$ cat src/rtl/mult_share_arbiter.sv
// rtl/mult_share_arbiter.sv - round-robin sharing of one pipelined multiplier between NUM_REQ requesters
// MULT_SHARE_FIXED_PRIORITY_EN: pointer pinned at 0, so requester 0 always has highest priority
module mult_share_arbiter #(
  parameter int NUM_REQ      = 4,
  parameter int A_WIDTH      = 16,
  parameter int B_WIDTH      = 16,
  parameter int OUTPUT_WIDTH = 16,
  parameter int MULT_LATENCY = 2,
  parameter int ID_WIDTH     = 2
) (
  input  logic                        clk,
  input  logic                        reset,
  input  logic                        enable,
  input  logic [NUM_REQ-1:0]          req_valid,
  input  logic [NUM_REQ*A_WIDTH-1:0]  req_a,
  input  logic [NUM_REQ*B_WIDTH-1:0]  req_b,
  output logic [NUM_REQ-1:0]          req_ready,
  output logic [A_WIDTH-1:0]          mult_a,
  output logic [B_WIDTH-1:0]          mult_b,
  input  logic [OUTPUT_WIDTH-1:0]     mult_result,
  output logic                        res_valid,
  output logic [ID_WIDTH-1:0]         res_id,
  output logic [OUTPUT_WIDTH-1:0]     res_data,
  output logic                        busy
);

  localparam int DEPTH = MULT_LATENCY + 1;

  logic [ID_WIDTH-1:0]               ptr_q, ptr_d;
  logic [A_WIDTH-1:0]                mult_a_q, mult_a_d;
  logic [B_WIDTH-1:0]                mult_b_q, mult_b_d;
  logic [DEPTH-1:0]                  tag_vld_q, tag_vld_d;
  logic [DEPTH-1:0][ID_WIDTH-1:0]    tag_id_q, tag_id_d;
  logic                              res_valid_q, res_valid_d;
  logic [ID_WIDTH-1:0]               res_id_q, res_id_d;
  logic [OUTPUT_WIDTH-1:0]           res_data_q, res_data_d;

  logic                              found;
  logic                              fire;
  logic [NUM_REQ-1:0]                grant_oh;
  logic [ID_WIDTH-1:0]               cand_id;
  logic [A_WIDTH-1:0]                sel_a;
  logic [B_WIDTH-1:0]                sel_b;

  // First valid requester at or after the pointer, wrapping around.
  always_comb begin
    found    = 1'b0;
    grant_oh = '0;
    cand_id  = '0;
    sel_a    = '0;
    sel_b    = '0;
    for (int k = 0; k < NUM_REQ; k++) begin
      for (int i = 0; i < NUM_REQ; i++) begin
        if (!found && req_valid[i] && (i == (int'(ptr_q) + k) % NUM_REQ)) begin
          found       = 1'b1;
          grant_oh[i] = 1'b1;
          cand_id     = ID_WIDTH'(i);
          sel_a       = req_a[i*A_WIDTH +: A_WIDTH];
          sel_b       = req_b[i*B_WIDTH +: B_WIDTH];
        end
      end
    end
  end

  assign fire      = enable & reset & found;
  assign req_ready = fire ? grant_oh : '0;

  always_comb begin
    ptr_d    = ptr_q;
    mult_a_d = mult_a_q;
    mult_b_d = mult_b_q;
    if (fire) begin
`ifdef MULT_SHARE_FIXED_PRIORITY_EN
      ptr_d = '0;
`else
      ptr_d = (cand_id == ID_WIDTH'(NUM_REQ - 1)) ? '0 : cand_id + ID_WIDTH'(1);
`endif
      mult_a_d = sel_a;
      mult_b_d = sel_b;
    end

    // Tags advance every cycle; a non-grant cycle inserts a bubble.
    tag_vld_d = {tag_vld_q[DEPTH-2:0], fire};
    tag_id_d  = {tag_id_q[DEPTH-2:0], cand_id};

    res_valid_d = tag_vld_q[DEPTH-1];
    res_id_d    = res_id_q;
    res_data_d  = res_data_q;
    if (tag_vld_q[DEPTH-1]) begin
      res_id_d   = tag_id_q[DEPTH-1];
      res_data_d = mult_result;
    end
  end

  always_ff @(posedge clk) begin
    if (!reset) begin
      ptr_q       <= '0;
      mult_a_q    <= '0;
      mult_b_q    <= '0;
      tag_vld_q   <= '0;
      tag_id_q    <= '0;
      res_valid_q <= 1'b0;
      res_id_q    <= '0;
      res_data_q  <= '0;
    end else begin
      ptr_q       <= ptr_d;
      mult_a_q    <= mult_a_d;
      mult_b_q    <= mult_b_d;
      tag_vld_q   <= tag_vld_d;
      tag_id_q    <= tag_id_d;
      res_valid_q <= res_valid_d;
      res_id_q    <= res_id_d;
      res_data_q  <= res_data_d;
    end
  end

  assign mult_a    = mult_a_q;
  assign mult_b    = mult_b_q;
  assign res_valid = res_valid_q;
  assign res_id    = res_id_q;
  assign res_data  = res_data_q;
  assign busy      = (|tag_vld_q) | res_valid_q;

endmodule

$ cat config.mk
export PLATFORM = sky130hd
export DESIGN_NAME = mult_share_arbiter
export DESIGN_NICKNAME = d
export VERILOG_FILES = /design/src/rtl/mult_share_arbiter.sv
export SDC_FILE = /design/constraint.sdc
export NUM_CORES = 1
export LEC_CHECK = 0
export CAP_MARGIN = 10
export CORE_UTILIZATION = 34
export CTS_BUF_LIST = sky130_fd_sc_hd__clkbuf_4 sky130_fd_sc_hd__clkbuf_8 sky130_fd_sc_hd__clkbuf_16
export DETAILED_ROUTE_END_ITERATION = 12
export PLACE_DENSITY = 0.6
export SLEW_MARGIN = 20
export SYNTH_ARGS = -nofsm -noshare
export SYNTH_HDL_FRONTEND = slang
export SYNTH_SLANG_ARGS = --single-unit
$ cat constraint.sdc
create_clock -name clk -period 2.1 [get_ports clk]
set_input_delay 0.21 -clock clk [delete_from_list [all_inputs] [get_ports clk]]
set_output_delay 0.21 -clock clk [all_outputs]
set_load 0.05 [all_outputs]
# Yosys cells after proc, flatten, opt, wreduce, memory -nomap -nowiden
# Cells that the tools add are included.
# op_classes
n_addsub,4
n_eq_ne,13
n_mux,80
n_bitwise,6
n_reduce_logical,54
# ops
op,count
2-to-1 mux 16 bit,32
logical NOT 32 bit,4
2-to-1 mux 1 bit,32
logical AND 1 bit,31
2-to-1 mux 2 bit,15
== test 3 bit (first input constant),6
logical NOT 1 bit,15
== test 2 x 3 -> 1 bit (first input constant),3
OR reduction 2 bit,3
adder 2 x 1 -> 2 bit (second input constant),2
adder 2 bit (second input constant),2
== test 2 bit (first input constant),2
2-to-1 mux 4 bit,1
AND 1 bit (first input constant),3
OR reduction 3 bit,1
AND 1 bit,2
== test 1 x 2 -> 1 bit (first input constant),1
== test 2 bit (second input constant),1
bitwise OR 1 bit,1
# totals
regBits,62
inputBits,151
output_inout_bits,56
word_cells,167

# Longest topological paths before layout
# Gate-level depths: netlist of run 1.
# logic_depth
word_depth,65
depth_mapped,9
ltp_nobuf,6

# Least setup slack after synthesis of run 1
# No wires, ideal clock.
# synth_path
kind,register to output
from,register ptr_q[1]
to,output req_ready[2]
arrival_ns,2.089
t_required_ns,1.890
setup_slack_ns,-0.199
stages_incl_launch_ff,8
path_buffers,3
cell_sequence,dfxtp_1 -> buf_4 -> buf_4 -> nand4b_2 -> or2_2 -> clkbuf_1 -> and3_1 -> nor2_1
# synth_via
elab_chain_len,65
word_cells_on_any_way,93
classes_between,3 x add/sub; 12 x eq/ne; 21 x mux; 4 x bitwise; 53 x reduce/logical
# synth_rtl
item,line_no,text
"start, declared",29,"logic [ID_WIDTH-1:0] ptr_q, ptr_d;"
"start signal, assigned",106,ptr_q <= ptr_d;
logical NOT 32 bit,54,if (!found && req_valid[i] && (i == (int'(ptr_q) + k) % NUM_REQ)) begin
logical AND 1 bit,54,
2-to-1 mux 1 bit,54,
logical NOT 1 bit,54,
logical AND 1 bit (2 in a row),54,
2-to-1 mux 1 bit,54,
logical NOT 1 bit,54,
logical AND 1 bit (2 in a row),54,
(+45 left out),n/a,
logical NOT 1 bit,54,
logical AND 1 bit (2 in a row),54,
2-to-1 mux 1 bit,54,
logical NOT 1 bit,54,
logical AND 1 bit (2 in a row),54,
2-to-1 mux 1 bit,54,
AND 1 bit,65,assign fire = enable & reset & found;
2-to-1 mux 4 bit *,66,assign req_ready = fire ? grant_oh : '0;
"end, declared",17,"output logic [NUM_REQ-1:0] req_ready,"
# Mark *: on every way between the ends. The rest lies on a longest branch, timed or not.

# Worst setup path after layout of run 1
# layout_path
from,register ptr_q[0]
to,output req_ready[2]
# Same word-level chain as after synthesis.

==> results of run 1 <==
[worst max-delay path: stages (launching register included)]
cell and delay, ps:
dfxtp_4 390, buf_6 170, nand4b_4 150, or2_2 320
and3_4 200, nor2_4 150, buf_12 150
[state kept, by name, indices dropped and copies added (netlist names)]
register and count:
mult_a 16, mult_b 16, ptr_q 2, res_data 16, res_id 2, res_valid 1, tag_id_d 4, tag_id_q 2
tag_vld_q 3
[Yosys cell counts (all sizes together) (6+ instances only)]
library cell,instances,area share
a31oi,15,0.014
buf,67,0.055
mux2i,19,0.029
nor4,28,0.027
a211o,6,0.0081
a221oi,24,0.032
nand2,55,0.032
inv,10,0.0058
a32oi,14,0.019
o22a,14,0.019
a2111oi,12,0.021
clkbuf,40,0.023
o21ai,32,0.025
o22ai,7,0.0067
nand3,62,0.048
dfxtp,62,0.19
a221o,10,0.015
o221ai,26,0.035
nor3,103,0.079
a311oi,8,0.011
o211ai,20,0.023
mux2,14,0.024
a22oi,62,0.071
and2,13,0.012
a21oi,39,0.033
nor2,68,0.043
and3,24,0.023
[area by class of cell]
type,count,share of cell area
inverter,11,0.00408
clock inverter,5,0.00582
timing repair buffer,346,0.332
antenna,1,0.000247
tap,234,0.0290
multi-input combinational,728,0.481
sequential,62,0.123
clock buffer,10,0.0236
[worst paths after layout]
kind / end / slack (ps)
max: req_ready[2] / 7
min: tag_id_d[4]$_SDFF_PN0_ / 420
max reg2reg: mult_b[7]$_SDFFE_PN0P_ / 40
min reg2reg: tag_id_d[4]$_SDFF_PN0_ / 420
[cell usage in the layout, fill, tap and decap left out, types with 5 or more instances in the layout]
| cell type | count |
|---|---|
| o21ai_0 | 16 |
| o22ai_1 | 7 |
| nor2_1 | 54 |
| a21oi_1 | 35 |
| buf_6 | 6 |
| a221o_1 | 10 |
| a31oi_1 | 15 |
| mux2_2 | 14 |
| nor3_1 | 100 |
| buf_12 | 19 |
| buf_4 | 119 |
| nor4_1 | 28 |
| o21ai_1 | 15 |
| a32oi_1 | 14 |
| dfxtp_1 | 60 |
| a211o_1 | 6 |
| a311oi_1 | 8 |
| clkdlybuf4s50_1 | 198 |
| nor2_4 | 6 |
| nand3_1 | 61 |
| a221oi_1 | 22 |
| clkbuf_16 | 9 |
| o211ai_1 | 20 |
| inv_1 | 9 |
| mux2i_1 | 19 |
| a2111oi_2 | 6 |
| o221ai_1 | 26 |
| nand2_1 | 53 |
| o22a_1 | 14 |
| a22oi_1 | 62 |
| nor2_2 | 8 |
| and2_1 | 12 |
| and3_1 | 23 |
| a2111oi_0 | 5 |
[power breakdown]
group	total, mW	switching (mW)	internal (mW)
combinational	2.16	1.20	0.960
sequential	1.32	0.0603	1.26
clock	1.58	0.632	0.947
total	5.06	1.89	3.17
[kinds of logic after synthesis]
logic type,share of synthesized area
muxes,0.0533
DFF,0.190
and+or+nand+nor,0.320
AOI/OAI and AO/OA,0.352
buffers and inverters,0.0846
[routing by layer]
metal | vias up | share of wire | GRT usage
met2 | 638 | 0.46 | 0.503
met5 | - | 0 | 0
li1 | 4104 | - | -
met4 | 0 | 0.031 | 0.136
met1 | 4228 | 0.41 | 0.400
met3 | 92 | 0.098 | 0.0465
[repair_timing]
item,CTS,global route
hold endpoints to repair,0,0
endpoints found under the setup margin,4,30
resized for setup,24,21
pin swaps,8,17
buffers inserted,8,1
[stage by stage]
step	instances	hold slack (ps)	total power, mW
after floorplan	908	357	2.42
after global placement	1373	414	3.40
after detailed placement	1373	419	3.41
after CTS	1396	422	5.04
after global routing	1397	438	5.26
final	1397	424	5.06
==> flow_metrics.py, run 1 <==
metrics = {
    "layout": {
        "fin_nets": 1309,
        "fin_util": 0.539,
        "drive_gt1_frac": 0.198,
        "fillers": 1820,
        "seq_area_um2": 1250,
        "multi_input_area_um2": 4870,
        "syn_to_final_growth_pct": 55.1,
        "design_area_um2": 10100,
    },
    "detailed_routing": {
        "vias_per_cell": 6.49,
        "drtPass1Iterations": 6,
        "post_drt_wl_per_cell_um": 22.3,
        "via_count": 9062,
        "drc_errors": 0,
        "totalWireLength_um": 31100,
        "ant_nets": 0,
        "drt_iter0_markers": 937,
    },
    "cts": {
        "clk_latency_ps": 350,
        "cts_tree": "done",
        "path_clk_slew_ps": 70,
        "numCtsBuffers": 9,
        "clockRootBuffer": "clkbuf_16",
        "clkSinkCount": 62,
        "ctsHoldBuffers": 0,
        "cts_buffer_depth": 2,
        "cts_htree_levels": 3,
    },
    "worst_setup_path": {
        "timing.rr.start": "ptr_q[0]$_SDFFE_PN0P_",
        "cp_max_fo": 13,
        "worstPathRequired_ps": 1890,
        "critPathKind": "flop to primary output",
        "crit_path_end_kind": "primary output",
        "arrival_ps": 1880,
        "startpoint_type": "flop",
        "crit_start": "ptr_q[0]$_SDFFE_PN0P_",
        "r2r.worst_path.cells": 7,
    },
    "synthesis": {
        "synthArstFlopShare": 0,
        "synth.avg_cell_area_um2": 7.18,
        "synthCells": 908,
        "syn_nets": 1059,
        "ys_types": 70,
        "synth_flop_cell": "dfxtp_1",
        "netlist_area_um2": 6520,
        "synth-seq-cells": 62,
        "synth_edf_count": 0,
        "ys_seq_area_frac": 0.190,
        "yosysWarnings": 0,
    },
    "sta": {
        "rsz0062_at_grt": "true",
        "fin_crit_ps": 2090,
        "drv_slew": 0,
        "max_slew_margin": 0.630,
        "worstMarginPinSlew_ps": 553,
        "setup_tns_ps": 0,
        "fmax_mhz": 478,
        "skew_ps": 9.70,
        "finalCritPeriodShare": 0.997,
        "fin_ws_ps": 6.85,
        "setup_violations": 0,
        "hold_viol": 0,
    },
    "global_routing": {
        "grt_pass1_vias": 8681,
        "gr-total-overflow": 0,
        "grt_max_degree": 25,
        "grt_usage": 0.308,
        "antenna_found_initial": 1,
        "grt_pass1_wl_um": 47800,
    },
    "hold_path": {
        "min_from": "tag_id_d[2]$_SDFF_PN0_",
        "whs_path_depth": 1,
        "hp-class": "flop to flop",
    },
    "floorplanning": {
        "initial_core_util": 0.347,
        "fp.dieH_um": 140,
        "core-area_um2": 18800,
        "die_x_um": 140,
        "pin_count": 207,
        "std_cell_rows": 50,
        "die-area_um2": 19700,
    },
    "placed_design": {
        "numPortBuffers": 206,
        "gp_congestion": 0.918,
        "dpl_cell_area_um2": 9610,
        "post-dp-hpwl_um": 22000,
        "pre_cts_slack_ps": -248,
    },
    "power": {
        "leakage_nw": 3.58,
        "power_density_nw_per_um2": 501,
        "peakVddDrop_v": 0.000410,
    },
    "flow_run": {
        "drv_cap": 0,
    },
    "outcome": {
        "status": "completed",
    },
}
Power figures use the tool's default switching activity.
==> run 2: changes to the inputs <==
Settings changed: GPL_TIMING_DRIVEN set to 0, SKIP_LAST_GASP set to 1, SLEW_MARGIN 20 to 10.
==> flow_metrics.py, run 2 (synthesis results as in run 1) <==
metrics = {
    "outcome": {
        "status": "finished, violations left",
        "failed_checks": "negative setup slack",
    },
    "detailed_routing": {
        "totalWireLength_um": 33200,
        "drt_iter0_markers": 1239,
        "ant_nets": 0,
        "drtPass1Iterations": 8,
        "post_drt_wl_per_cell_um": 24.2,
        "via_count": 9158,
        "vias_per_cell": 6.67,
        "drc_errors": 0,
    },
    "sta": {
        "setup_tns_ps": -239,
        "worstMarginPinSlew_ps": 764,
        "finalCritPeriodShare": 1.06,
        "drv_slew": 0,
        "fin_crit_ps": 2220,
        "setup_violations": 4,
        "fin_ws_ps": -122,
        "hold_viol": 0,
        "skew_ps": 12.0,
        "fmax_mhz": 450,
        "rsz0062_at_grt": "true",
        "max_slew_margin": 0.490,
    },
    "power": {
        "peakVddDrop_v": 0.000444,
        "power_density_nw_per_um2": 537,
        "leakage_nw": 3.36,
        "finalPower_mw": 5.19,
    },
    "hold_path": {
        "hp-class": "input pin to flop",
        "min_to": "mult_a[0]$_SDFFE_PN0P_",
        "whs_path_depth": 3,
        "min_from": "reset",
    },
    "worst_setup_path": {
        "crit_path_end_kind": "primary output",
        "r2r_slack_ps": -10,
        "startpoint_type": "flop",
        "timing.rr.start": "ptr_q[0]$_SDFFE_PN0P_",
        "arrival_ps": 2010,
        "cp_max_fo": 8,
        "r2r.worst_path.cells": 9,
        "critPathKind": "flop to primary output",
        "worstPathRequired_ps": 1890,
        "r2r_end": "mult_b[5]$_SDFFE_PN0P_",
    },
    "floorplanning": {
        "std_cell_rows": 50,
        "die-area_um2": 19700,
        "initial_core_util": 0.347,
        "pin_count": 207,
        "core-area_um2": 18800,
        "die_x_um": 140,
        "fp.dieH_um": 140,
    },
    "placed_design": {
        "post-dp-hpwl_um": 23200,
        "pre_cts_slack_ps": -1560,
        "numPortBuffers": 205,
        "place_inst": 1347,
        "gp_congestion": 0.976,
        "dpl_cell_area_um2": 8870,
    },
    "global_routing": {
        "grt_pass1_vias": 8438,
        "antenna_found_initial": 0,
        "grt_usage": 0.320,
        "grt_pass1_wl_um": 48600,
        "grt_max_degree": 19,
        "gr-total-overflow": 0,
    },
    "cts": {
        "numCtsBuffers": 9,
        "cts_buffer_depth": 2,
        "cts_htree_levels": 3,
        "clkSinkCount": 62,
        "clk_latency_ps": 360,
        "path_clk_slew_ps": 70,
        "ctsHoldBuffers": 0,
        "cts_tree": "done",
        "clockRootBuffer": "clkbuf_16",
    },
    "flow_run": {
        "drv_cap": 0,
    },
    "layout": {
        "design_area_um2": 9680,
        "fin_nets": 1285,
        "final_common_cell": "clkdlybuf4s50_1",
        "final_cells": 1373,
        "syn_to_final_growth_pct": 48.4,
        "multi_input_area_um2": 4900,
        "final_cell_mix": "196 x clkdlybuf4s50_1, 103 x nor3_1, 62 x nand3_1, 62 x a22oi_1, 60 x dfxtp_1",
        "drive_gt1_frac": 0.167,
        "seq_area_um2": 1250,
        "n_antenna_cell": 0,
        "fillers": 1833,
    },
}
run 2: cell types whose count changed in the layout (fill, tap and decap cells not counted), sizes merged:
cell           previous run  this run
buf                     146        82
clkbuf                   10        48
clkdlybuf4s50           198       196
dlymetal6s2s              0         2
inv                      11        13
bufinv                    1         2
clkinvlp                  2         1
diode                     1         0
dlygate4sd2               2         3
run 2: worst max path at each step:
stage                          startpoint           end  slack, ps  cells past startpoint
CTS                 ptr_q[1]$_SDFFE_PN0P_  req_ready[1]       -110                      7
global route        ptr_q[0]$_SDFFE_PN0P_  req_ready[1]       -140                      7
floorplan                    req_valid[1]  req_ready[0]          9                      8
detailed placement           req_valid[2]  req_ready[2]      -1560                      8
finish              ptr_q[0]$_SDFFE_PN0P_  req_ready[1]       -120                      7
global placement             req_valid[2]  req_ready[2]      -1590                      8
run 2: where the power goes:
part           internal, mW  total, mW  switching, mW
clock network          1.06       1.77          0.709
logic                 0.874       2.11           1.24
registers              1.26       1.31         0.0529
total                  3.20       5.19           2.00
run 2: repair_timing:
action,in CTS,in global routing
resized for setup,114,45
gates cloned,0,1
setup endpoints to repair,39,39
setup buffers,10,9
pin swaps,9,18
run 2: routing by layer:
metal / global-route usage / up-vias / part of all wire
li1: - / 4051 / -
met4: 0.158 / 0 / 0.042
met5: 0 / - / 0
met3: 0.0612 / 114 / 0.11
met2: 0.499 / 760 / 0.44
met1: 0.423 / 4233 / 0.40
run 2: final cells by class:
cell class / instances / area share
inverters: 11 / 0.00440
clock inverters: 7 / 0.0109
multi-input cells: 728 / 0.506
flip-flops and latches: 62 / 0.129
repair buffers: 225 / 0.230
well taps: 234 / 0.0303
plain buffers: 97 / 0.0659
clock buffers: 9 / 0.0233
run 2: per-stage QoR:
stage,hold WS (ps),utilization
global route,359,0.516
CTS,337,0.505
global placement,415,0.473
detailed placement,417,0.473
finish,343,0.516
floorplan,357,-
run 2: critical path: stages (launching register included):
cell,delay (ps)
dfxtp_4,380
buf_8,140
or4b_4,540
clkbuf_16,170
o21ai_4,50
nor2_2,60
nor2_2,150
buf_6,180
==> run 3: changes to the inputs <==
Settings changed: MAX_ROUTING_LAYER set to met4.
==> flow_metrics.py, run 3 (synthesis results as in run 1) <==
metrics = {
    "worst_setup_path": {
        "worstPathRequired_ps": 1890,
        "cp.depth": 7,
        "r2r_slack_ps": 20,
        "arrival_ps": 1990,
        "startpoint_type": "flop",
        "timing.rr.start": "ptr_q[1]$_SDFFE_PN0P_",
        "worstSetupEndpoint": "req_ready[1]",
        "critPathSlowestCell": "or4b_4",
        "cp_max_fo": 7,
        "critical-path-top-delay-family": "simple AND/OR/NAND/NOR gates",
        "crit_start": "ptr_q[0]$_SDFFE_PN0P_",
        "critPathKind": "flop to primary output",
        "r2r_end": "mult_b[6]$_SDFFE_PN0P_",
        "r2r.worst_path.cells": 8,
        "crit_path_end_kind": "primary output",
        "max_stage_delay_ps": 550,
        "worstPathCellList": "buf_6, or4b_4, clkbuf_16, o21ai_2, nor2_2, nor2_2, buf_6",
        "critPathBufInv": 3,
    },
    "layout": {
        "n_antenna_cell": 0,
        "syn_to_final_growth_pct": 48.0,
        "fillers": 1863,
        "final_cell_mix": "196 x clkdlybuf4s50_1, 103 x nor3_1, 62 x a22oi_1, 61 x nand3_1, 60 x dfxtp_1",
        "fin_util": 0.514,
        "final_common_cell": "clkdlybuf4s50_1",
        "fin_nets": 1282,
        "drive_gt1_frac": 0.165,
    },
    "detailed_routing": {
        "drtPass1Iterations": 8,
        "via_count": 9116,
        "post_drt_wl_per_cell_um": 24.4,
        "drt_iter0_markers": 1269,
        "ant_nets": 0,
        "vias_per_cell": 6.65,
        "totalWireLength_um": 33500,
        "drc_errors": 0,
    },
    "sta": {
        "worstMarginPinSlew_ps": 684,
        "fin_crit_ps": 2200,
        "drv_slew": 0,
        "fin_ws_ps": -97.5,
        "rsz0062_at_grt": "true",
        "max_slew_margin": 0.544,
        "skew_ps": 11.6,
        "finalCritPeriodShare": 1.05,
        "hold_ws_ps": 356,
        "fmax_mhz": 455,
        "setup_violations": 3,
        "setup_tns_ps": -175,
        "hold_viol": 0,
    },
    "cts": {
        "clkSinkCount": 62,
        "ctsHoldBuffers": 0,
        "path_clk_slew_ps": 70,
        "clk_latency_ps": 360,
        "cts_tree": "done",
        "clockRootBuffer": "clkbuf_16",
        "cts_buffer_depth": 2,
        "cts_htree_levels": 3,
        "numCtsBuffers": 9,
    },
    "power": {
        "p_switching_mw": 1.98,
        "peakVddDrop_v": 0.000458,
        "leakage_nw": 3.35,
        "power_frac_comb": 0.405,
        "p_clk_frac": 0.341,
        "power_density_nw_per_um2": 537,
        "finalPower_mw": 5.18,
        "intPower_mw": 3.21,
        "pwr-share-seq": 0.253,
        "switching_share": 0.381,
    },
    "placed_design": {
        "pre_cts_slack_ps": -1570,
        "post-dp-hpwl_um": 23300,
        "gp_congestion": 0.991,
        "numPortBuffers": 205,
    },
    "flow_run": {
        "drv_cap": 0,
    },
    "global_routing": {
        "grt_usage": 0.335,
        "gr-total-overflow": 0,
        "grt_pass1_wl_um": 49300,
        "grt_max_degree": 19,
        "antenna_found_initial": 0,
        "grt_pass1_vias": 8576,
    },
    "outcome": {
        "status": "finished, violations left",
        "failed_checks": "negative setup slack",
    },
    "floorplanning": {
        "std_cell_rows": 50,
        "die-area_um2": 19700,
        "die_x_um": 140,
        "core-area_um2": 18800,
        "pin_count": 207,
        "initial_core_util": 0.347,
        "fp.dieH_um": 140,
    },
    "hold_path": {
        "hp-class": "input pin to flop",
    },
}
## run 3: metal layers
metal / part of all wire / wire length (um) / GRT usage
met1: 0.40 / 13400 / 0.421
met4: 0.042 / 1400 / 0.152
met2: 0.44 / 14800 / 0.520
met3: 0.12 / 3890 / 0.0605
met5: 0 / 0 / -
## run 3: worst register-to-register path: cells and delay by family, from the launching register on
| family | cells | cell delay, ps |
|---|---|---|
| AND/OR/NAND/NOR | 4 | 830 |
| buffers and inverters | 3 | 570 |
| flip-flops | 1 | 360 |
| AO/OA/AOI/OAI | 1 | 190 |
## run 3: repair_timing
action | 4_1_cts | 5_1_grt
gates resized for setup | 118 | 50
endpoints found under the setup margin | 39 | 38
buffers inserted | 15 | 2
pin swaps | 15 | 10
## run 3: worst min path at each step
stage	start	endpoint	cells past startpoint
finish	reset	mult_a[5]$_SDFFE_PN0P_	3
global placement	tag_id_d[3]$_SDFF_PN0_	tag_id_d[5]$_SDFF_PN0_	1
floorplan	mult_result[0]	res_data[0]$_SDFFE_PN0P_	2
detailed placement	tag_id_d[2]$_SDFF_PN0_	tag_id_d[4]$_SDFF_PN0_	1
global route	reset	mult_a[4]$_SDFFE_PN0P_	3
CTS	reset	mult_a[5]$_SDFFE_PN0P_	3
## run 3: power by group through the flow
stage,logic (mW),clock network [mW],registers [mW]
floorplan,0.837,0,1.58
global placement,1.94,0,1.34
detailed placement,1.93,0,1.34
CTS,2.03,1.77,1.31
global route,2.19,1.83,1.32
finish,2.10,1.77,1.31
## run 3: final cells by class
cell class,count,area (um2),area share
multi-input cells,728,4880,0.506
repair buffers,222,2190,0.227
flip-flops and latches,62,1250,0.129
plain buffers,97,661,0.0685
well taps,234,293,0.0304
clock buffers,10,239,0.0248
clock inverters,6,92.6,0.00960
inverters,11,42.5,0.00441
## run 3: stage by stage
| step | cell area [um2] | std cells |
|---|---|---|
| after global routing | 9650 | 1370 |
| after floorplan | 6530 | 908 |
| after global placement | 8870 | 1347 |
| final | 9650 | 1370 |
| after detailed placement | 8870 | 1347 |
| after CTS | 9560 | 1372 |
